$ cat config.mk
export PLATFORM = sky130hd
export DESIGN_NAME = operand_fetch
export DESIGN_NICKNAME = d
export VERILOG_FILES = /design/src/rtl/operand_fetch.sv
export SDC_FILE = /design/constraint.sdc
export NUM_CORES = 1
export LEC_CHECK = 0
export ABC_AREA = 1
export BUFFER_PORTS_ARGS = -buffer_cell sky130_fd_sc_hd__buf_2
export CAP_MARGIN = 40
export CORE_ASPECT_RATIO = 0.5
export CORE_UTILIZATION = 47
export DETAILED_ROUTE_END_ITERATION = 6
export PLACE_DENSITY = 0.8
export RECOVER_POWER = 100
export SYNTH_ARGS = -nofsm -noshare
export SYNTH_HDL_FRONTEND = slang
export SYNTH_SLANG_ARGS = --single-unit
$ cat constraint.sdc
create_clock -name clk -period 1.8 [get_ports clk]
set_clock_uncertainty 0.1 [all_clocks]
set_input_delay 0.36 -clock clk [delete_from_list [all_inputs] [get_ports clk]]
set_output_delay 0.36 -clock clk [all_outputs]
set_load 0.01 [all_outputs]
$ cat src/rtl/operand_fetch.sv
`default_nettype none
// ============================================================================
//  Module      : operand_fetch
//  Description : Issue / operand-fetch stage between decode and the ALU.
//                Drives the register-file read addresses, bypasses same-cycle
//                writeback data into the operands, tracks in-flight writes in
//                a per-register scoreboard (RAW/WAW stall) and hands fetched
//                operands to the ALU through a one-entry valid/ready register.
//  Ports       : clk, rst_n            clock, async active-low reset
//                in_*                  decoded instruction + handshake
//                rf_rd_addr_*/data_*   register-file read ports (async read)
//                wb_*                  writeback port (same as RF write port)
//                out_*                 operand bundle + handshake to the ALU
//                hazard_stall          instruction present but blocked
//  Revision    : 1.0 - initial release
// ============================================================================
module operand_fetch #(
    parameter  int BUS_WIDTH  = 8,
    parameter  int DEPTH      = 3,
    parameter  int CTRL_WIDTH = 6,
    localparam int AW         = (DEPTH > 1) ? $clog2(DEPTH) : 1
) (
    input  logic                  clk,
    input  logic                  rst_n,
    // decoded instruction
    input  logic                  in_valid,
    output logic                  in_ready,
    input  logic [CTRL_WIDTH-1:0] in_ctrl,
    input  logic [AW-1:0]         in_rs_a,
    input  logic [AW-1:0]         in_rs_b,
    input  logic [AW-1:0]         in_rd,
    input  logic                  in_rd_we,
    // register-file read ports
    output logic [AW-1:0]         rf_rd_addr_a,
    output logic [AW-1:0]         rf_rd_addr_b,
    input  logic [BUS_WIDTH-1:0]  rf_rd_data_a,
    input  logic [BUS_WIDTH-1:0]  rf_rd_data_b,
    // writeback
    input  logic                  wb_we,
    input  logic [AW-1:0]         wb_addr,
    input  logic [BUS_WIDTH-1:0]  wb_data,
    // operand bundle to the ALU
    output logic                  out_valid,
    input  logic                  out_ready,
    output logic [CTRL_WIDTH-1:0] out_ctrl,
    output logic [BUS_WIDTH-1:0]  out_op_a,
    output logic [BUS_WIDTH-1:0]  out_op_b,
    output logic [AW-1:0]         out_rd,
    output logic                  out_rd_we,
    output logic                  hazard_stall
);

    // Scoreboard and output register
    logic [DEPTH-1:0]      r_pend;
    logic                  r_out_valid;
    logic [CTRL_WIDTH-1:0] r_out_ctrl;
    logic [BUS_WIDTH-1:0]  r_out_op_a;
    logic [BUS_WIDTH-1:0]  r_out_op_b;
    logic [AW-1:0]         r_out_rd;
    logic                  r_out_rd_we;

    // Per-register decode. Addresses >= DEPTH match no bit, so they never
    // hazard, never set a pending mark and their writebacks clear nothing.
    logic [DEPTH-1:0]      w_clr;
    logic [DEPTH-1:0]      w_live;
    logic [DEPTH-1:0]      w_hit_a;
    logic [DEPTH-1:0]      w_hit_b;
    logic [DEPTH-1:0]      w_hit_rd;
    logic [DEPTH-1:0]      w_set;

    logic                  w_hazard;
    logic                  w_accept;
    logic [BUS_WIDTH-1:0]  w_op_a;
    logic [BUS_WIDTH-1:0]  w_op_b;

    for (genvar gi = 0; gi < DEPTH; gi++) begin : g_reg
        assign w_clr[gi]    = wb_we && (wb_addr == AW'(gi));
        // A pending write that lands this cycle no longer blocks: the
        // consumer picks the value up through the bypass.
        assign w_live[gi]   = r_pend[gi] && !w_clr[gi];
        assign w_hit_a[gi]  = (in_rs_a == AW'(gi));
        assign w_hit_b[gi]  = (in_rs_b == AW'(gi));
        assign w_hit_rd[gi] = (in_rd   == AW'(gi));
        assign w_set[gi]    = w_accept && in_rd_we && w_hit_rd[gi];
    end

    assign w_hazard = (|(w_live & w_hit_a))
                   || (|(w_live & w_hit_b))
                   || (in_rd_we && (|(w_live & w_hit_rd)));

    // in_ready deliberately does not look at in_valid.
    assign in_ready     = (!r_out_valid || out_ready) && !w_hazard;
    assign hazard_stall = in_valid && w_hazard;
    assign w_accept     = in_valid && in_ready;

    assign rf_rd_addr_a = in_rs_a;
    assign rf_rd_addr_b = in_rs_b;

    // Operand select: out-of-range reads return zero, a same-cycle
    // writeback to the source overrides the (still old) RF read data.
    always_comb begin
        w_op_a = '0;
        w_op_b = '0;
        if (|w_hit_a) begin
            w_op_a = (|(w_clr & w_hit_a)) ? wb_data : rf_rd_data_a;
        end
        if (|w_hit_b) begin
            w_op_b = (|(w_clr & w_hit_b)) ? wb_data : rf_rd_data_b;
        end
    end

    always_ff @(posedge clk or negedge rst_n) begin
        if (!rst_n) begin
            r_pend      <= '0;
            r_out_valid <= 1'b0;
            r_out_ctrl  <= '0;
            r_out_op_a  <= '0;
            r_out_op_b  <= '0;
            r_out_rd    <= '0;
            r_out_rd_we <= 1'b0;
        end else begin
            // Set is ORed in after the clear so a new producer wins over
            // a writeback retiring the previous one on the same register.
            r_pend <= (r_pend & ~w_clr) | w_set;
            if (w_accept) begin
                r_out_valid <= 1'b1;
                r_out_ctrl  <= in_ctrl;
                r_out_op_a  <= w_op_a;
                r_out_op_b  <= w_op_b;
                r_out_rd    <= in_rd;
                r_out_rd_we <= in_rd_we;
            end else if (out_ready) begin
                r_out_valid <= 1'b0;
            end
        end
    end

    assign out_valid = r_out_valid;
    assign out_ctrl  = r_out_ctrl;
    assign out_op_a  = r_out_op_a;
    assign out_op_b  = r_out_op_b;
    assign out_rd    = r_out_rd;
    assign out_rd_we = r_out_rd_we;

endmodule
`default_nettype wire

==> out/qor.yml <==
start_util_pct: 49.59
setup_viol: 0
cts_tree: "done"
synth.area.top_cells: "dfrtp_1 42%, nand2_1 19%, nor2_1 8.3%"
cts_buffers: 5
drt_iter0_drc: 88
grt-ovfl-total: 0
clkTransAtPathRegs_ps: 60
place_congestion: 0.9231
nets: 358
dr.pass1.iters: 4
rows: 15
period_needed_ps: 1756
die_h_um: 44.80
max_cap_violations: 1
slowest_delay_ps: 400
ys_seq_area_share_pct: 42.15
crit_arrival_ps: 1300
clock_latency_ps: 280
path_cells: "nand3_1, nand2_2, nor2_4, nand2_4, nor2_8, buf_6"
io-pin-count: 76
grt_pass1_vias: 1538
cts_num_sinks: 29
antenna_found_initial: 0
final-hold-violation-count: 0
start_kind: "register"
mostFrequentLayoutCells: "84 x nand2_1, 43 x buf_2, 37 x nor2_1"
tns_ps: 0
syn_to_final_growth_pct: 26.09
min_period_over_period_pct: 97.55
critPathSlowestCell: "dfrtp_1"
drcViolationCount: 0
core-area_sq_mm: 0.003472
dieArea_sq_mm: 0.003924
utilization_pct: 62.52
synth_largest_area_cell: "dfrtp_1"
worst_slew_pin_slew_ps: 1541
fmax_ghz: 0.5695
multi_input_area_sq_um: 805.8
drive_gt1_share_pct: 22.54
antennaDiodeCount: 0
drv_slew: 30
grt_pass1_wl_um: 6575
hold_path_class: "in2reg"
rr_startpoint: "r_pend[2]$_DFF_PN0_"
hpwl_um: 3128
p_leak_nw: 1.216
violations: "max-capacitance violations, max-slew violations"
via_per_inst: 4.825
cts_max_level: 2
final_common_cell: "nand2_1"
synthCells: 240
setup_slack_ps: 44.16
slew_headroom_pct: -2.759
ant_nets: 0
worstSetupPathType: "reg2out"
synthesis.area_sq_mm: 0.001722
rsz0062_at_grt: "yes"
dpl_cell_area_sq_mm: 0.002079
grtUsageTotal_pct: 22.19
synth_fp_nets: 284
place_ws_ps: -34.02
seqCellArea_sq_um: 725.7
dieWidth_um: 87.60
min_to: "out_valid$_DFFE_PN0P_"
drt-wirelength-per-cell_um: 12.07
ys_warn_count: 0
worstPathRequired_ps: 1340
ys_ff_latch: 29
totalWireLength_um: 4418
regToRegEndpoint: "out_op_b[5]$_DFFE_PN0P_"
p_total_mw: 2.525
cts_root_buf: "clkbuf_8"
port_buffers: 75
syn_area_per_cell_sq_um: 7.174
vias: 1766
r2r_cells: 9
n_fill_cell: 345
crit_start: "r_pend[2]$_DFF_PN0_"
power_density_mw_per_mm2: 1163
yosysUniqueCellTypes: 19
final_area_sq_mm: 0.002171
cp-end-kind: "output pin"
holdPathStages: 2
synth_top_area_share_pct: 42.15
clk_path_buf_depth: 2
outcome: "complete, but fails checks"
worstPathMaxFanout: 3
worst-r2r-setup-slack_ps: 140
irDropWorstVdd_mv: 0.3719
hold_path_startpoint: "out_ready"
grt_start_max_net_pins: 30
## flip-flops by register name, indices dropped and copies added (netlist names)
signal,count
out_valid,1
out_op_b,8
out_op_a,8
out_ctrl,6
r_pend,3
out_rd_we,1
out_rd,2
## worst max-delay path, delay by kind of cell, from the launching register on
| family | cells | cell delay, ps |
|---|---|---|
| and+or+nand+nor | 5 | 510 |
| buffers and inverters | 1 | 100 |
| DFF | 1 | 400 |
## cell families (layout without fill, tap and decap cells)
family	count (synthesis)	count (layout)	synth area share [%]
buf+inv	37	112	11.48
compound gates	3	3	1.017
simple gates	171	171	45.35
flops	29	29	42.15
## Yosys cell counts
cell / instances
nand2_1: 86
inv_2: 1
buf_1: 1
dfrtp_1: 29
nor2_4: 1
o21ai_1: 1
nor2_1: 38
inv_1: 22
or2_1: 2
a21boi_0: 1
nand4_1: 19
nand3_1: 18
nor2_8: 1
buf_2: 2
nand2_4: 2
buf_4: 9
o21ai_0: 1
buf_8: 2
nand3_2: 4
## stage by stage
stage | hold WS, ps | std cells
after floorplan | -35.59 | 240
after global placement | 315.0 | 356
after detailed placement | 323.3 | 356
after CTS | 22.68 | 364
after global routing | 156.3 | 366
final | 160.9 | 366
## what timing repair did
item | 4_1_cts | 5_1_grt
hold buffers | 0 | 0
gates resized for setup | 1 | 5
setup endpoints to repair | 1 | 2
pin swaps | 0 | 4
buffers inserted | 0 | 2
## worst max-delay path by stage
| stage | slack (ps) | end | cells after the start |
|---|---|---|---|
| 2_1_floorplan | 190 | in_ready | 8 |
| 5_1_grt | -20 | in_ready | 10 |
| 6_report | 40 | in_ready | 6 |
| 4_1_cts | 1 | hazard_stall | 9 |
| 3_5_place_dp | -30 | hazard_stall | 9 |
| 3_3_place_gp | 9 | hazard_stall | 9 |
## cell type report
type,count,area share (%)
clock buffers,7,4.438
clock inverters,1,0.2305
inverters,23,3.977
multi-input cells,174,37.12
flip-flops and latches,29,33.43
well taps,51,2.939
repair buffers,81,17.87
## power by group
part / internal [mW] / switching (mW) / total (mW)
clock: 0.345 / 0.253 / 0.598
combinational: 0.337 / 0.576 / 0.913
sequential: 0.883 / 0.131 / 1.01
## layer usage
metal | GRT usage, % | up-vias | routed length (um) | share of wire [%]
met2 | 40.16 | 43 | 2185 | 49
met1 | 26.85 | 817 | 2050 | 46
met5 | 0 | - | 0 | 0
li1 | - | 902 | - | -
met4 | 6.885 | 0 | 16 | 0.36
met3 | 5.484 | 4 | 167 | 3.8
Power figures use the tool's default switching activity.
